**src/rtl/sensor_sample_sched.sv**
```systemverilog
// sensor_sample_sched: issues periodic or one-shot conversion requests to the
// SPI sensor master, captures each 8-bit result into a circular sample RAM and
// keeps sticky status flags for the host register block.
//
// Ports
//   clk, rst              system clock, synchronous active-high reset
//   en, period            periodic timer enable and trigger period (0 = off)
//   oneshot               single-cycle request for one sample
//   clr_err               clears overrun_err, timeout_err, wrapped
//   spi_valid/spi_ready   request/done handshake with the SPI master
//   spi_data              sample from the SPI master
//   mem_we/addr/wdata     write port of the sample RAM
//   last_sample           most recent captured sample
//   sample_cnt            stored samples, saturating at 2^ADDR_W
//   busy                  FSM not idle
//   overrun_err, timeout_err, wrapped   sticky status flags
module sensor_sample_sched #(
    parameter int unsigned PERIOD_W = 24,
    parameter int unsigned ADDR_W   = 6,
    parameter int unsigned TIMEOUT  = 2048
) (
    input  logic                clk,
    input  logic                rst,
    input  logic                en,
    input  logic [PERIOD_W-1:0] period,
    input  logic                oneshot,
    input  logic                clr_err,
    output logic                spi_valid,
    input  logic                spi_ready,
    input  logic [7:0]          spi_data,
    output logic                mem_we,
    output logic [ADDR_W-1:0]   mem_addr,
    output logic [7:0]          mem_wdata,
    output logic [7:0]          last_sample,
    output logic [ADDR_W:0]     sample_cnt,
    output logic                busy,
    output logic                overrun_err,
    output logic                timeout_err,
    output logic                wrapped
);

    localparam int unsigned TO_W = (TIMEOUT > 1) ? $clog2(TIMEOUT) : 1;
    localparam logic [ADDR_W:0] CNT_MAX = {1'b1, {ADDR_W{1'b0}}};

    typedef enum logic [2:0] {
        S_IDLE,
        S_REQ,
        S_SETTLE,
        S_WRITE,
        S_RELEASE
    } state_t;

    state_t              state_q, state_d;
    logic [PERIOD_W-1:0] tmr_cnt;
    logic [TO_W-1:0]     to_cnt;
    logic [ADDR_W-1:0]   wr_ptr;
    logic                pending;
    logic                tmr_hit_c;
    logic                trig_c;
    logic                to_hit_c;
    logic                leave_idle_c;
    logic                capture_c;

    // Period timer; >= guards against period being lowered below the count.
    assign tmr_hit_c = en && (period != '0) && (tmr_cnt >= period - PERIOD_W'(1));
    // A coincident timer hit and oneshot collapse into one trigger.
    assign trig_c    = tmr_hit_c || oneshot;

    always_ff @(posedge clk) begin
        if (rst) begin
            tmr_cnt <= '0;
        end else if (!en || (period == '0) || tmr_hit_c) begin
            tmr_cnt <= '0;
        end else begin
            tmr_cnt <= tmr_cnt + PERIOD_W'(1);
        end
    end

    // Next-state logic
    always_comb begin
        state_d      = state_q;
        to_hit_c     = 1'b0;
        leave_idle_c = 1'b0;
        capture_c    = 1'b0;
        case (state_q)
            S_IDLE: begin
                if (pending) begin
                    state_d      = S_REQ;
                    leave_idle_c = 1'b1;
                end
            end
            S_REQ: begin
                if (spi_ready) begin
                    state_d = S_SETTLE;
                end else if (to_cnt == TO_W'(TIMEOUT - 1)) begin
                    state_d  = S_RELEASE;
                    to_hit_c = 1'b1;
                end
            end
            S_SETTLE: begin
                // spi_data is valid now; register it for the WRITE cycle.
                state_d   = S_WRITE;
                capture_c = 1'b1;
            end
            S_WRITE: begin
                state_d = S_RELEASE;
            end
            S_RELEASE: begin
                if (!spi_ready) begin
                    state_d = S_IDLE;
                end
            end
            default: begin
                state_d = S_IDLE;
            end
        endcase
    end

    // State, counters and registered outputs
    always_ff @(posedge clk) begin
        if (rst) begin
            state_q     <= S_IDLE;
            to_cnt      <= '0;
            pending     <= 1'b0;
            wr_ptr      <= '0;
            spi_valid   <= 1'b0;
            busy        <= 1'b0;
            mem_we      <= 1'b0;
            mem_addr    <= '0;
            mem_wdata   <= '0;
            last_sample <= '0;
            sample_cnt  <= '0;
            overrun_err <= 1'b0;
            timeout_err <= 1'b0;
            wrapped     <= 1'b0;
        end else begin
            state_q   <= state_d;
            spi_valid <= (state_d == S_REQ) || (state_d == S_SETTLE) || (state_d == S_WRITE);
            busy      <= (state_d != S_IDLE);
            mem_we    <= (state_d == S_WRITE);

            to_cnt <= (state_q == S_REQ) ? to_cnt + TO_W'(1) : '0;

            if (leave_idle_c) begin
                pending <= 1'b0;
            end else if (trig_c) begin
                pending <= 1'b1;
            end

            if (capture_c) begin
                mem_wdata   <= spi_data;
                last_sample <= spi_data;
                mem_addr    <= wr_ptr;
                wr_ptr      <= wr_ptr + ADDR_W'(1);
                if (sample_cnt != CNT_MAX) begin
                    sample_cnt <= sample_cnt + (ADDR_W + 1)'(1);
                end
            end

            // Sticky flags: a set condition beats clr_err in the same cycle.
            if (trig_c && pending) begin
                overrun_err <= 1'b1;
            end else if (clr_err) begin
                overrun_err <= 1'b0;
            end

            if (to_hit_c) begin
                timeout_err <= 1'b1;
            end else if (clr_err) begin
                timeout_err <= 1'b0;
            end

            if (capture_c && (&wr_ptr)) begin
                wrapped <= 1'b1;
            end else if (clr_err) begin
                wrapped <= 1'b0;
            end
        end
    end

endmodule

```
**config.mk**
```make
export PLATFORM = sky130hd
export DESIGN_NAME = sensor_sample_sched
export DESIGN_NICKNAME = d
export VERILOG_FILES = /design/src/rtl/sensor_sample_sched.sv
export SDC_FILE = /design/constraint.sdc
export NUM_CORES = 1
export LEC_CHECK = 0
export ABC_CLOCK_PERIOD_IN_PS = 10950
export BUFFER_PORTS_ARGS = -buffer_cell sky130_fd_sc_hd__clkbuf_2
export CAP_MARGIN = 15
export CELL_PAD_IN_SITES_DETAIL_PLACEMENT = 1
export CELL_PAD_IN_SITES_GLOBAL_PLACEMENT = 2
export CORE_ASPECT_RATIO = 2
export CORE_MARGIN = 2
export CORE_UTILIZATION = 36
export DETAILED_ROUTE_END_ITERATION = 10
export MAX_ROUTING_LAYER = met4
export PLACE_DENSITY = 0.84
export SYNTH_ARGS = -nofsm -noshare
export SYNTH_HDL_FRONTEND = slang
export SYNTH_SLANG_ARGS = --single-unit
```
**constraint.sdc**
```tcl
create_clock -name clk -period 10.95 [get_ports clk]
set_input_delay 2.19 -clock clk [delete_from_list [all_inputs] [get_ports clk]]
set_output_delay 2.19 -clock clk [all_outputs]
set_load 0.005 [all_outputs]
```
==> reports/qor.txt <==
clock latency at the later pin of the worst-skew pair: 0.34 ns
Synth Instances: 469
share of layout cells above drive strength 1: 18.9%
launch point of the critical path: period[0]
gp weighted congestion: 0.832
DR vias: 3,602
PwrDens: 134 mW/mm^2
worst setup margin: 5.77 ns
initial antenna violation count: 0
number of global-route vias before repair: 3,863
post-DP HPWL: 8580 um
total grt overflow: 0
Layout Nets: 604
CTS H-tree depth: 3
Ys Warns: 0
end of the critical path: tmr_cnt[19]$_SDFF_PP0_
GRT Overall Usage: 20.4%
Max Buffers Root-to-Sink: 2
IO Count: 73
reg2reg setup slack: 8.73 ns
Worst Hold Class: reg -> reg
r2r endpoint: tmr_cnt[19]$_SDFF_PP0_
core area: 0.0109 mm^2
Crit Path Class: in -> reg
Worst Skew: 0.00411 ns
Synth top area share: 36.1%
Post-Syn Nets: 537
die height: 153 um
Post-synth EDFFs: 0
top post-synthesis cells by area: dfxtp_1, ha_1, xor2_1, nand2_1, xnor2_1
Startpoint Class: primary input
status: complete, no violations
DRT Pass-1 Iters: 4
worst IR drop on VDD: 93.5 uV
# diodes: 0
Clock Tree Root: clkbuf_16
Final Hold Viols: 0
DRT iter0 DRCs: 87
Critical Path AT: 5.34 ns
CTS resizes: 0
Async S/R FF share, synth: 0%
fin util: 43.7%
CTS tree: done
setup TNS: 0 ns
CTS Buf Count: 9
Slew Viols, Final: 0
Routed WL per cell: 16.2 um
Setup WS pre-CTS: 5.40 ns
hold slack: 0.459 ns
maximum clock rate: 193 MHz
number of synthesized register bits: 72
Unique masters post-synth: 47
first-pass GRT wire length: 18,700 um
input/output buffers: 72
Avg Cell Area, Syn: 8.50 um^2
die footprint: 0.0120 mm^2
CTS Sinks: 72
Area Growth Syn to Fin: 19.3%
cell row count: 54
Max-Cap Viols: 0
Seq/Total Area, Yosys: 36.1%
cell area after synthesis: 0.00399 mm^2
final wirelength: 11,000 um
RSZ-0062 raised after global routing: no
initial core utilization: 36.7%
Setup Buffers After CTS: 0
Die Width: 78.4 um
actual slew at the worst max-slew pin: 1.11 ns
Slew HR: 26.0%
Crit. End Element: flip-flop
DRT antenna net count: 0
ys flop type: dfxtp_1
# hold bufs at CTS: 0
Residual DRC: 0
clock slew at reported path FFs: 0.06 ns
Final Cycle Share: 47.3%
largest net degree at the start of global routing: 34
dominant cell type by area after synthesis: dfxtp_1
RR Startpoint: tmr_cnt[0]$_SDFF_PP0_
r2r worst-path depth: 8
Static Leak: 0.00189 uW
clock period minus worst slack: 5.18 ns
Vias/cell: 5.29
CP Data Required Time: 11.11 ns
Crit Path Max Fanout: 24
Final setup viols: 0
## layout by cell type, fill, tap and decap left out, types with 3 or more instances in the layout
cell type | synthesis | routed
o21ai_0 | 11 | 11
o211ai_1 | 3 | 3
nand3_1 | 20 | 20
a21oi_1 | 33 | 33
ha_1 | 30 | 30
buf_4 | 8 | 3
xnor2_1 | 24 | 24
nand2_1 | 57 | 57
clkbuf_16 | 0 | 9
nor2_1 | 42 | 42
dfxtp_1 | 72 | 72
nand2b_1 | 4 | 4
clkbuf_2 | 0 | 72
and3_1 | 8 | 8
and4_1 | 10 | 10
a211oi_1 | 3 | 3
inv_1 | 13 | 13
nand4_1 | 15 | 15
nor3_1 | 33 | 33
xor2_1 | 37 | 37
nor4_1 | 7 | 7
nor2b_1 | 3 | 3
## sequential cells by signal (all words and copies together) (netlist names)
signal and flops:
busy 1, last_sample 8, mem_addr 6, mem_we 1, overrun_err 1, pending 1
sample_cnt 7, spi_valid 1, state_q 3, timeout_err 1, tmr_cnt 24, to_cnt 11
wr_ptr 6, wrapped 1
## through the flow
| stage | instances | cell area, um^2 | total power (uW) |
|---|---|---|---|
| floorplan | 469 | 3990 | 305 |
| global placement | 665 | 4430 | 325 |
| detailed placement | 665 | 4430 | 327 |
| finish | 681 | 4760 | 639 |
| CTS | 681 | 4760 | 651 |
| global route | 681 | 4760 | 667 |
## critical path, stage by stage
cell and delay (ns):
clkbuf_2 0.10, inv_1 0.08, ha_1 0.20, nor4b_2 0.51, nand4_2 0.32, nor4_1 0.35, xnor2_1 0.12, ha_1 0.29
nand4_1 0.14, nor3_1 0.27, nand3_1 0.11, o2111ai_1 0.21, buf_4 0.33, nor3_1 0.11
## how the worst min path moves through the flow
| stage | from | depth (start not counted) | end | slack [ns] |
|---|---|---|---|---|
| finish | mem_addr[3]$_SDFFE_PP0P_ | 2 | mem_addr[3]$_SDFFE_PP0P_ | 0.46 |
| global route | mem_addr[3]$_SDFFE_PP0P_ | 2 | mem_addr[3]$_SDFFE_PP0P_ | 0.47 |
| CTS | mem_addr[3]$_SDFFE_PP0P_ | 2 | mem_addr[3]$_SDFFE_PP0P_ | 0.46 |
| detailed placement | mem_addr[3]$_SDFFE_PP0P_ | 2 | mem_addr[3]$_SDFFE_PP0P_ | 0.45 |
| global placement | mem_addr[4]$_SDFFE_PP0P_ | 2 | mem_addr[4]$_SDFFE_PP0P_ | 0.44 |
| floorplan | to_cnt[0]$_SDFF_PP0_ | 1 | to_cnt[0]$_SDFF_PP0_ | 0.44 |
## where the power goes
| group | internal, uW | total (uW) | switching [uW] | leakage, uW |
|---|---|---|---|---|
| Sequential | 266 | 271 | 4.56 | 0.000581 |
| Combinational | 20.4 | 49.5 | 29.2 | 0.00116 |
| Clock | 201 | 319 | 118 | 0.000149 |
## final cells by class
class | instances | area [um^2]
multi-input combinational | 365 | 2390
inverter | 13 | 48.8
timing repair buffer | 75 | 383
fill | 1326 | 6120
tap | 140 | 175
clock buffer | 10 | 229
clock inverter | 6 | 92.6
sequential | 72 | 1440
## Yosys cell counts, drive strengths merged, types with 3 or more instances
cell type	number
a211oi	3
a21oi	33
and3	8
and4	10
buf	11
clkbuf	8
dfxtp	72
ha	30
inv	13
nand2	57
nand2b	4
nand3	20
nand4	16
nor2	42
nor2b	3
nor3	33
nor4	8
o211ai	3
o21ai	11
or3	3
xnor2	24
xor2	37
## cells by family after synthesis
logic type / synth area share [%]
AND/OR/NAND/NOR: 27.5
XOR/XNOR: 13.4
adder cells (fa/ha/maj): 9.41
AO/OA/AOI/OAI: 9.35
flip-flops: 36.1
buffers and inverters: 4.14
## layer usage
| layer | vias up | wire, um | GRT usage, % | part of all wire, % |
|---|---|---|---|---|
| li1 | 1775 | - | - | - |
| met1 | 1729 | 4080 | 19.7 | 37 |
| met2 | 77 | 6330 | 38.8 | 57 |
| met3 | 21 | 363 | 4.13 | 3.3 |
| met4 | 0 | 272 | 7.77 | 2.5 |
| met5 | - | 0 | - | 0 |
Power figures use the tool's default switching activity.
